[config.mk]
export PLATFORM = sky130hd
export DESIGN_NAME = fnd_bcd_counter_mux_flat
export DESIGN_NICKNAME = d
export VERILOG_FILES = /design/src/rtl/fnd_bcd_counter_mux_if.sv /design/src/rtl/fnd_bcd_counter_mux.sv /design/src/flat_wrapper.sv
export SDC_FILE = /design/constraint.sdc
export NUM_CORES = 1
export LEC_CHECK = 0
export BUFFER_PORTS_ARGS = -buffer_cell sky130_fd_sc_hd__buf_2
export CAP_MARGIN = 20
export CORE_MARGIN = 4
export CORE_UTILIZATION = 35
export CTS_CLUSTER_DIAMETER = 200
export DETAILED_ROUTE_END_ITERATION = 6
export PLACE_DENSITY = 0.54
export SLEW_MARGIN = 20
export SYNTH_ARGS = -nofsm -noshare
export SYNTH_HDL_FRONTEND = slang
export SYNTH_SLANG_ARGS = --single-unit
[constraint.sdc]
create_clock -name CLK -period 6.9 [get_ports CLK]
set_input_delay 1.38 -clock CLK [delete_from_list [all_inputs] [get_ports CLK]]
set_output_delay 1.38 -clock CLK [all_outputs]
set_load 0.02 [all_outputs]
[src/rtl/fnd_bcd_counter_mux_if.sv]
// rtl/fnd_bcd_counter_mux_if.sv - control, count and FND signal bundle for the BCD counter/display
interface fnd_bcd_counter_mux_if #(
   parameter int NUM_DIGITS = 4
);
   logic                    EN;
   logic                    UP_DN;
   logic                    CLR;
   logic                    LOAD;
   logic [4*NUM_DIGITS-1:0] LOAD_VAL;
   logic                    BLANK_LZ;
   logic [4*NUM_DIGITS-1:0] COUNT;
   logic                    CARRY;
   logic [NUM_DIGITS-1:0]   FND_COM;
   logic [7:0]              FND_DATA;

   modport master (
      output EN, UP_DN, CLR, LOAD, LOAD_VAL, BLANK_LZ,
      input  COUNT, CARRY, FND_COM, FND_DATA
   );

   modport slave (
      input  EN, UP_DN, CLR, LOAD, LOAD_VAL, BLANK_LZ,
      output COUNT, CARRY, FND_COM, FND_DATA
   );
endinterface

[src/rtl/fnd_bcd_counter_mux.sv]
// rtl/fnd_bcd_counter_mux.sv - N-digit up/down BCD counter with multiplexed 7-segment driver
module fnd_bcd_counter_mux #(
   parameter int NUM_DIGITS = 4,
   parameter int TICK_DIV   = 24000000,
   parameter int SCAN_DIV   = 65536
) (
   input logic                      CLK,
   input logic                      RESET,
   fnd_bcd_counter_mux_if.slave     bus
);
   localparam int PW = $clog2(TICK_DIV);
   localparam int SW = $clog2(SCAN_DIV);
   localparam int IW = $clog2(NUM_DIGITS);
   localparam int CW = 4 * NUM_DIGITS;

   localparam logic [PW-1:0] PRESC_MAX = PW'(TICK_DIV - 1);
   localparam logic [SW-1:0] SCAN_MAX  = SW'(SCAN_DIV - 1);
   localparam logic [IW-1:0] IDX_MAX   = IW'(NUM_DIGITS - 1);

   logic [PW-1:0]         presc;
   logic                  tick;
   logic [CW-1:0]         count_q;
   logic                  carry_q;
   logic [SW-1:0]         scan_cnt;
   logic [IW-1:0]         digit_idx;
   logic [NUM_DIGITS-1:0] fnd_com_q;
   logic [7:0]            fnd_data_q;

   logic [CW-1:0]         cnt_inc;
   logic [CW-1:0]         cnt_dec;
   logic [CW-1:0]         load_clamped;
   logic                  inc_c;
   logic                  dec_b;
   logic                  step;

   logic [3:0]            digit_sel;
   logic                  prefix_zero;
   logic                  lz_blank;
   logic [NUM_DIGITS-1:0] com_next;
   logic [7:0]            data_next;

   // Active-low segment pattern {a,b,c,d,e,f,g,dp}; dp kept dark
   function automatic logic [7:0] seg7(input logic [3:0] d);
      case (d)
         4'd0:    seg7 = 8'b00000011;
         4'd1:    seg7 = 8'b10011111;
         4'd2:    seg7 = 8'b00100101;
         4'd3:    seg7 = 8'b00001101;
         4'd4:    seg7 = 8'b10011001;
         4'd5:    seg7 = 8'b01001001;
         4'd6:    seg7 = 8'b01000001;
         4'd7:    seg7 = 8'b00011011;
         4'd8:    seg7 = 8'b00000001;
         4'd9:    seg7 = 8'b00001001;
         default: seg7 = 8'b11111111;
      endcase
   endfunction

   assign step = tick & bus.EN;

   // Ripple BCD increment/decrement from the least significant nibble, plus load clamping
   always_comb begin
      cnt_inc      = count_q;
      cnt_dec      = count_q;
      load_clamped = bus.LOAD_VAL;
      inc_c        = 1'b1;
      dec_b        = 1'b1;
      for (int i = 0; i < NUM_DIGITS; i++) begin
         if (inc_c) begin
            if (count_q[4*i +: 4] >= 4'd9) begin
               cnt_inc[4*i +: 4] = 4'd0;
            end else begin
               cnt_inc[4*i +: 4] = count_q[4*i +: 4] + 4'd1;
               inc_c             = 1'b0;
            end
         end
         if (dec_b) begin
            if (count_q[4*i +: 4] == 4'd0) begin
               cnt_dec[4*i +: 4] = 4'd9;
            end else begin
               cnt_dec[4*i +: 4] = count_q[4*i +: 4] - 4'd1;
               dec_b             = 1'b0;
            end
         end
         if (bus.LOAD_VAL[4*i +: 4] > 4'd9) begin
            load_clamped[4*i +: 4] = 4'd9;
         end
      end
   end

   // Prescaler and tick flag; CLR/LOAD restart the step interval, EN low freezes it
   always_ff @(posedge CLK or posedge RESET) begin
      if (RESET) begin
         presc <= '0;
         tick  <= 1'b0;
      end else if (bus.CLR || bus.LOAD) begin
         presc <= '0;
         tick  <= 1'b0;
      end else if (bus.EN) begin
         tick  <= (presc == PRESC_MAX);
         presc <= (presc == PRESC_MAX) ? '0 : presc + 1'b1;
      end else begin
         tick  <= 1'b0;
      end
   end

   // Count register with CLR > LOAD > tick priority; CARRY flags the all-9s/all-0s wrap
   always_ff @(posedge CLK or posedge RESET) begin
      if (RESET) begin
         count_q <= '0;
         carry_q <= 1'b0;
      end else if (bus.CLR) begin
         count_q <= '0;
         carry_q <= 1'b0;
      end else if (bus.LOAD) begin
         count_q <= load_clamped;
         carry_q <= 1'b0;
      end else if (step) begin
         count_q <= bus.UP_DN ? cnt_inc : cnt_dec;
         carry_q <= bus.UP_DN ? inc_c : dec_b;
      end else begin
         carry_q <= 1'b0;
      end
   end

   // Free-running scan timer stepping the displayed digit every SCAN_DIV cycles
   always_ff @(posedge CLK or posedge RESET) begin
      if (RESET) begin
         scan_cnt  <= '0;
         digit_idx <= '0;
      end else if (scan_cnt == SCAN_MAX) begin
         scan_cnt  <= '0;
         digit_idx <= (digit_idx == IDX_MAX) ? '0 : digit_idx + 1'b1;
      end else begin
         scan_cnt  <= scan_cnt + 1'b1;
      end
   end

   // Select the current digit (digit 0 = MSD) and decide whether it is a blanked leading zero
   always_comb begin
      digit_sel   = 4'd0;
      prefix_zero = 1'b1;
      lz_blank    = 1'b0;
      com_next    = '0;
      for (int k = 0; k < NUM_DIGITS; k++) begin
         prefix_zero = prefix_zero & (count_q[4*(NUM_DIGITS-1-k) +: 4] == 4'd0);
         if (digit_idx == IW'(k)) begin
            digit_sel                 = count_q[4*(NUM_DIGITS-1-k) +: 4];
            lz_blank                  = prefix_zero && (k < NUM_DIGITS - 1);
            com_next[NUM_DIGITS-1-k]  = 1'b1;
         end
      end
      data_next = (bus.BLANK_LZ && lz_blank) ? 8'hFF : seg7(digit_sel);
   end

   // Registered FND drive, one cycle behind digit index and count
   always_ff @(posedge CLK or posedge RESET) begin
      if (RESET) begin
         fnd_com_q  <= {1'b1, {(NUM_DIGITS-1){1'b0}}};
         fnd_data_q <= 8'hFF;
      end else begin
         fnd_com_q  <= com_next;
         fnd_data_q <= data_next;
      end
   end

   assign bus.COUNT    = count_q;
   assign bus.CARRY    = carry_q;
   assign bus.FND_COM  = fnd_com_q;
   assign bus.FND_DATA = fnd_data_q;
endmodule

[src/flat_wrapper.sv]
// flat-port wrapper written by rule: the top's interface ports become plain ports
module fnd_bcd_counter_mux_flat 
#(
   parameter int NUM_DIGITS = 4,
   parameter int TICK_DIV   = 24000000,
   parameter int SCAN_DIV   = 65536
)
  (CLK, RESET, bus_EN, bus_UP_DN, bus_CLR, bus_LOAD, bus_LOAD_VAL, bus_BLANK_LZ, bus_COUNT, bus_CARRY, bus_FND_COM, bus_FND_DATA);
  fnd_bcd_counter_mux_if #(.NUM_DIGITS(NUM_DIGITS)) bus_i ();
  input logic CLK;
  input logic RESET;
  input wire logic [$bits(bus_i.EN)-1:0] bus_EN;
  input wire logic [$bits(bus_i.UP_DN)-1:0] bus_UP_DN;
  input wire logic [$bits(bus_i.CLR)-1:0] bus_CLR;
  input wire logic [$bits(bus_i.LOAD)-1:0] bus_LOAD;
  input wire logic [$bits(bus_i.LOAD_VAL)-1:0] bus_LOAD_VAL;
  input wire logic [$bits(bus_i.BLANK_LZ)-1:0] bus_BLANK_LZ;
  output wire logic [$bits(bus_i.COUNT)-1:0] bus_COUNT;
  output wire logic [$bits(bus_i.CARRY)-1:0] bus_CARRY;
  output wire logic [$bits(bus_i.FND_COM)-1:0] bus_FND_COM;
  output wire logic [$bits(bus_i.FND_DATA)-1:0] bus_FND_DATA;
  assign bus_i.EN = bus_EN;
  assign bus_i.UP_DN = bus_UP_DN;
  assign bus_i.CLR = bus_CLR;
  assign bus_i.LOAD = bus_LOAD;
  assign bus_i.LOAD_VAL = bus_LOAD_VAL;
  assign bus_i.BLANK_LZ = bus_BLANK_LZ;
  assign bus_COUNT = bus_i.COUNT;
  assign bus_CARRY = bus_i.CARRY;
  assign bus_FND_COM = bus_i.FND_COM;
  assign bus_FND_DATA = bus_i.FND_DATA;
  fnd_bcd_counter_mux #(.NUM_DIGITS(NUM_DIGITS), .TICK_DIV(TICK_DIV), .SCAN_DIV(SCAN_DIV)) u_core (.CLK(CLK), .RESET(RESET), .bus(bus_i));
endmodule
==> out/results.txt <==
number of instances in the synthesized netlist - 523
Clock transition at path regs - 0.06 ns
CP peak stage delay - 0.51 ns
Sequential cell area - 1810 um2
final-layout fill cell count - 1279
relative slew slack - 37.1%
I/O pin cnt - 52
drt first-iter violations - 252
unrepaired setup endpoints after global routing - no
Detailed Routing Iterations Pass 1 - 7
average via count per standard cell - 5.26
share of cells above drive strength 1 - 17.7%
finished layout cell area - 5260 um2
Final Hold Fails - 0
largest net degree at the start of global routing - 73
sequential fraction of the synthesis area - 39.0%
required time reported for the critical path endpoint - 7.12 ns
area of combinational cells with multiple inputs - 2580 um2
weighted congestion reported at the end of routability-driven placement - 0.829
effective utilization at floorplan - 36.2%
path type of the worst setup path - in -> reg
list of cells traversed by the critical path - buf_2 -> or2_2 -> nor2_1 -> nor3_1 -> nand3_1 -> xor2_1 -> nor2_1
CTS tree - done
time the worst path needs with I/O delays and setup - 2.95 ns
GRT Overall Usage - 15.4%
mean instance size in the synthesized netlist - 8.89 um2
cell type group with the largest total delay on the critical path - simple AND/OR/NAND/NOR gates
number of clock sinks - 72
clock network latency to the later pin of the worst-skew pair - 0.34 ns
total power of the final layout - 1.13 mW
total power divided by cell area - 214 nW/um2
unique cell type count in the Yosys netlist - 72
outcome - finished clean
depth of the CTS H-tree - 3
number of buffers added for setup after CTS - 0
type of the tightest min-delay check - reg -> reg
most common flop cell mapped by yosys - dfrtp_1
startpoint type of the worst setup path - primary input
CP max FO - 18
Static Leakage - 2.24 nW
Placement Cell Area - 4970 um2
clock buffers created by TritonCTS - 9
final routed DRC violation total - 0
CTS Root Buffer Type - clkbuf_16
number of resized instances in the post-cts repair step - 0
Detail Route Antenna Nets - 0
maximum VDD drop - 0.0824 mV
max frequency - 0.339 GHz
final-report max-slew violation count - 0
Die Span X - 123 um
Mapped Nets - 570
row count - 41
area growth from synthesis to layout - 13.2%
Die Y-Extent - 123 um
worst path buffer plus inverter count - 1
Total Die Area - 15200 um2
slew at the pin with the worst max-slew slack - 0.943 ns
Antenna Cells - 0
Nets - 608
highest-delay cell along the critical path - nor2_1
number of antenna violations at the first check in global routing - 0
average wire per standard cell - 15.1 um
HPWL after detailed placement - 7.90 mm
most used cell along the critical path - nor2_1
final worst clock skew - 0.00582 ns
wire length after detailed routing - 11.1 mm
netlist area before placement - 4650 um2
Clock Tree Buf Depth - 2
Worst Setup End Kind - register
wire length of the first global-routing pass - 18.4 mm
Via Count - 3883
Buffers on Ports - 50
residual overflow from global routing - 0
FFs w/ async S/R, synth - 100%
fraction of the core area covered by cells at the end of the flow - 41.0%
max-capacitance violation count - 0
count of yosys warnings during synthesis - 0
worst-case hold slack - 0.476 ns
final count of negative-setup-slack endpoints - 0
Setup Total Neg Slack - 0 ns
via count of the first global-routing pass - 3728
final worst-path cycle share - 42.8%
EDFF count, synth - 0
Hold-fix buffers, CTS - 0
flip-flop and latch count after synthesis - 72
data arrival time of the critical path - 3.17 ns
placeable core area - 12800 um2
## through the flow
stage | setup slack [ns] | cells
floorplan | 3.71 | 523
global placement | 3.67 | 722
detailed placement | 3.61 | 722
CTS | 3.99 | 738
global route | 3.87 | 738
finish | 3.95 | 738
## layout by cell type, fill, tap and decap left out, types with 6 or more instances in the layout
cell type	n
nor2_1	65
dfrtp_1	64
buf_2	50
nand2_1	47
o21ai_0	37
nand3_1	27
inv_1	25
ha_1	24
a21oi_1	20
xor2_1	16
xnor2_1	14
nor3_1	13
nand2b_1	10
nand4_1	9
clkbuf_16	9
nor3b_1	8
dfstp_2	8
a31oi_1	7
mux2i_1	6
a22o_1	6
## state kept, by name (all words and copies together), names as in the netlist
name                 count
u_core.bus.CARRY         1
u_core.bus.COUNT        16
u_core.bus.FND_COM       4
u_core.bus.FND_DATA      7
u_core.digit_idx         2
u_core.presc            25
u_core.scan_cnt         16
u_core.tick              1
## logic make-up after synthesis
logic type | synth area share [%]
fa+ha+maj | 6.46
buf+inv | 5.46
compound gates | 15.7
other cells | 0.0807
simple gates | 25.0
xor+xnor | 5.65
flops | 39.0
mux | 2.66
## Yosys cell counts (4+ instances only)
cell type  number  share of area (%)
a211oi_1        4               0.65
a21oi_1        20                2.2
a22o_1          6                1.1
a31oi_1         7               0.94
and2_1          4               0.54
and3_1          4               0.54
buf_2           5               0.54
clkbuf_1       15                1.2
dfrtp_1        64                 34
dfstp_2         8                4.5
ha_1           24                6.5
inv_1          26                2.1
mux2i_1         6                1.3
nand2_1        47                3.8
nand2b_1       10                1.3
nand3_1        27                2.9
nand4_1         9                1.2
nor2_1         65                5.2
nor3_1         13                1.4
nor3b_1         8                1.3
o21a_1          4               0.65
o21ai_0        37                4.0
o22ai_1         5               0.67
o31ai_1         5               0.81
or3_1           5               0.67
xnor2_1        14                2.6
xor2_1         16                3.0
## cell type report
| type | instances | share of cell area, % |
|---|---|---|
| Timing Repair Buffer | 52 | 5.04 |
| Multi-Input combinational cell | 400 | 49.1 |
| Clock buffer | 10 | 4.35 |
| Tap cell | 172 | 4.09 |
| Clock inverter | 6 | 1.14 |
| Inverter | 26 | 1.85 |
| Sequential cell | 72 | 34.4 |
## worst reg2reg max path, stage by stage, from the launching register on
cell and delay, ns:
dfrtp_1 0.52, inv_1 0.14, ha_1 0.26, or3b_1 0.25, nand2_1 0.13, or3_1 0.44
a21oi_2 0.21, nor2_4 0.07, mux2_4 0.30
## power by group
group,internal [mW],switching [mW],leakage [nW]
Sequential,0.449,0.0241,0.950
Clock,0.278,0.187,0.138
Combinational,0.0702,0.120,1.15
## worst paths after layout
check	slack (ns)	endpoint	cells past startpoint	startpoint
setup reg to reg	4.46	u_core.bus.COUNT[14]	8	u_core.bus.COUNT[0]
hold reg to reg	0.48	u_core.scan_cnt[14]	1	u_core.scan_cnt[14]
max in group asynchronous	4.97	u_core.tick	3	RESET
hold / removal	0.48	u_core.scan_cnt[14]	1	u_core.scan_cnt[14]
setup / recovery	3.95	u_core.presc[24]	7	bus_CLR
min in group asynchronous	1.34	u_core.presc[12]	3	RESET
## metal layers
| metal | global-route usage (%) | share of wire (%) | vias up | wire length, um |
|---|---|---|---|---|
| li1 | - | - | 1920 | - |
| met5 | 0 | 0 | - | 0 |
| met2 | 25.7 | 48 | 88 | 5350 |
| met1 | 19.9 | 46 | 1855 | 5170 |
| met4 | 5.61 | 1.8 | 0 | 200 |
| met3 | 3.20 | 3.6 | 20 | 404 |
No activity file was read; power rests on OpenSTA's default activity.
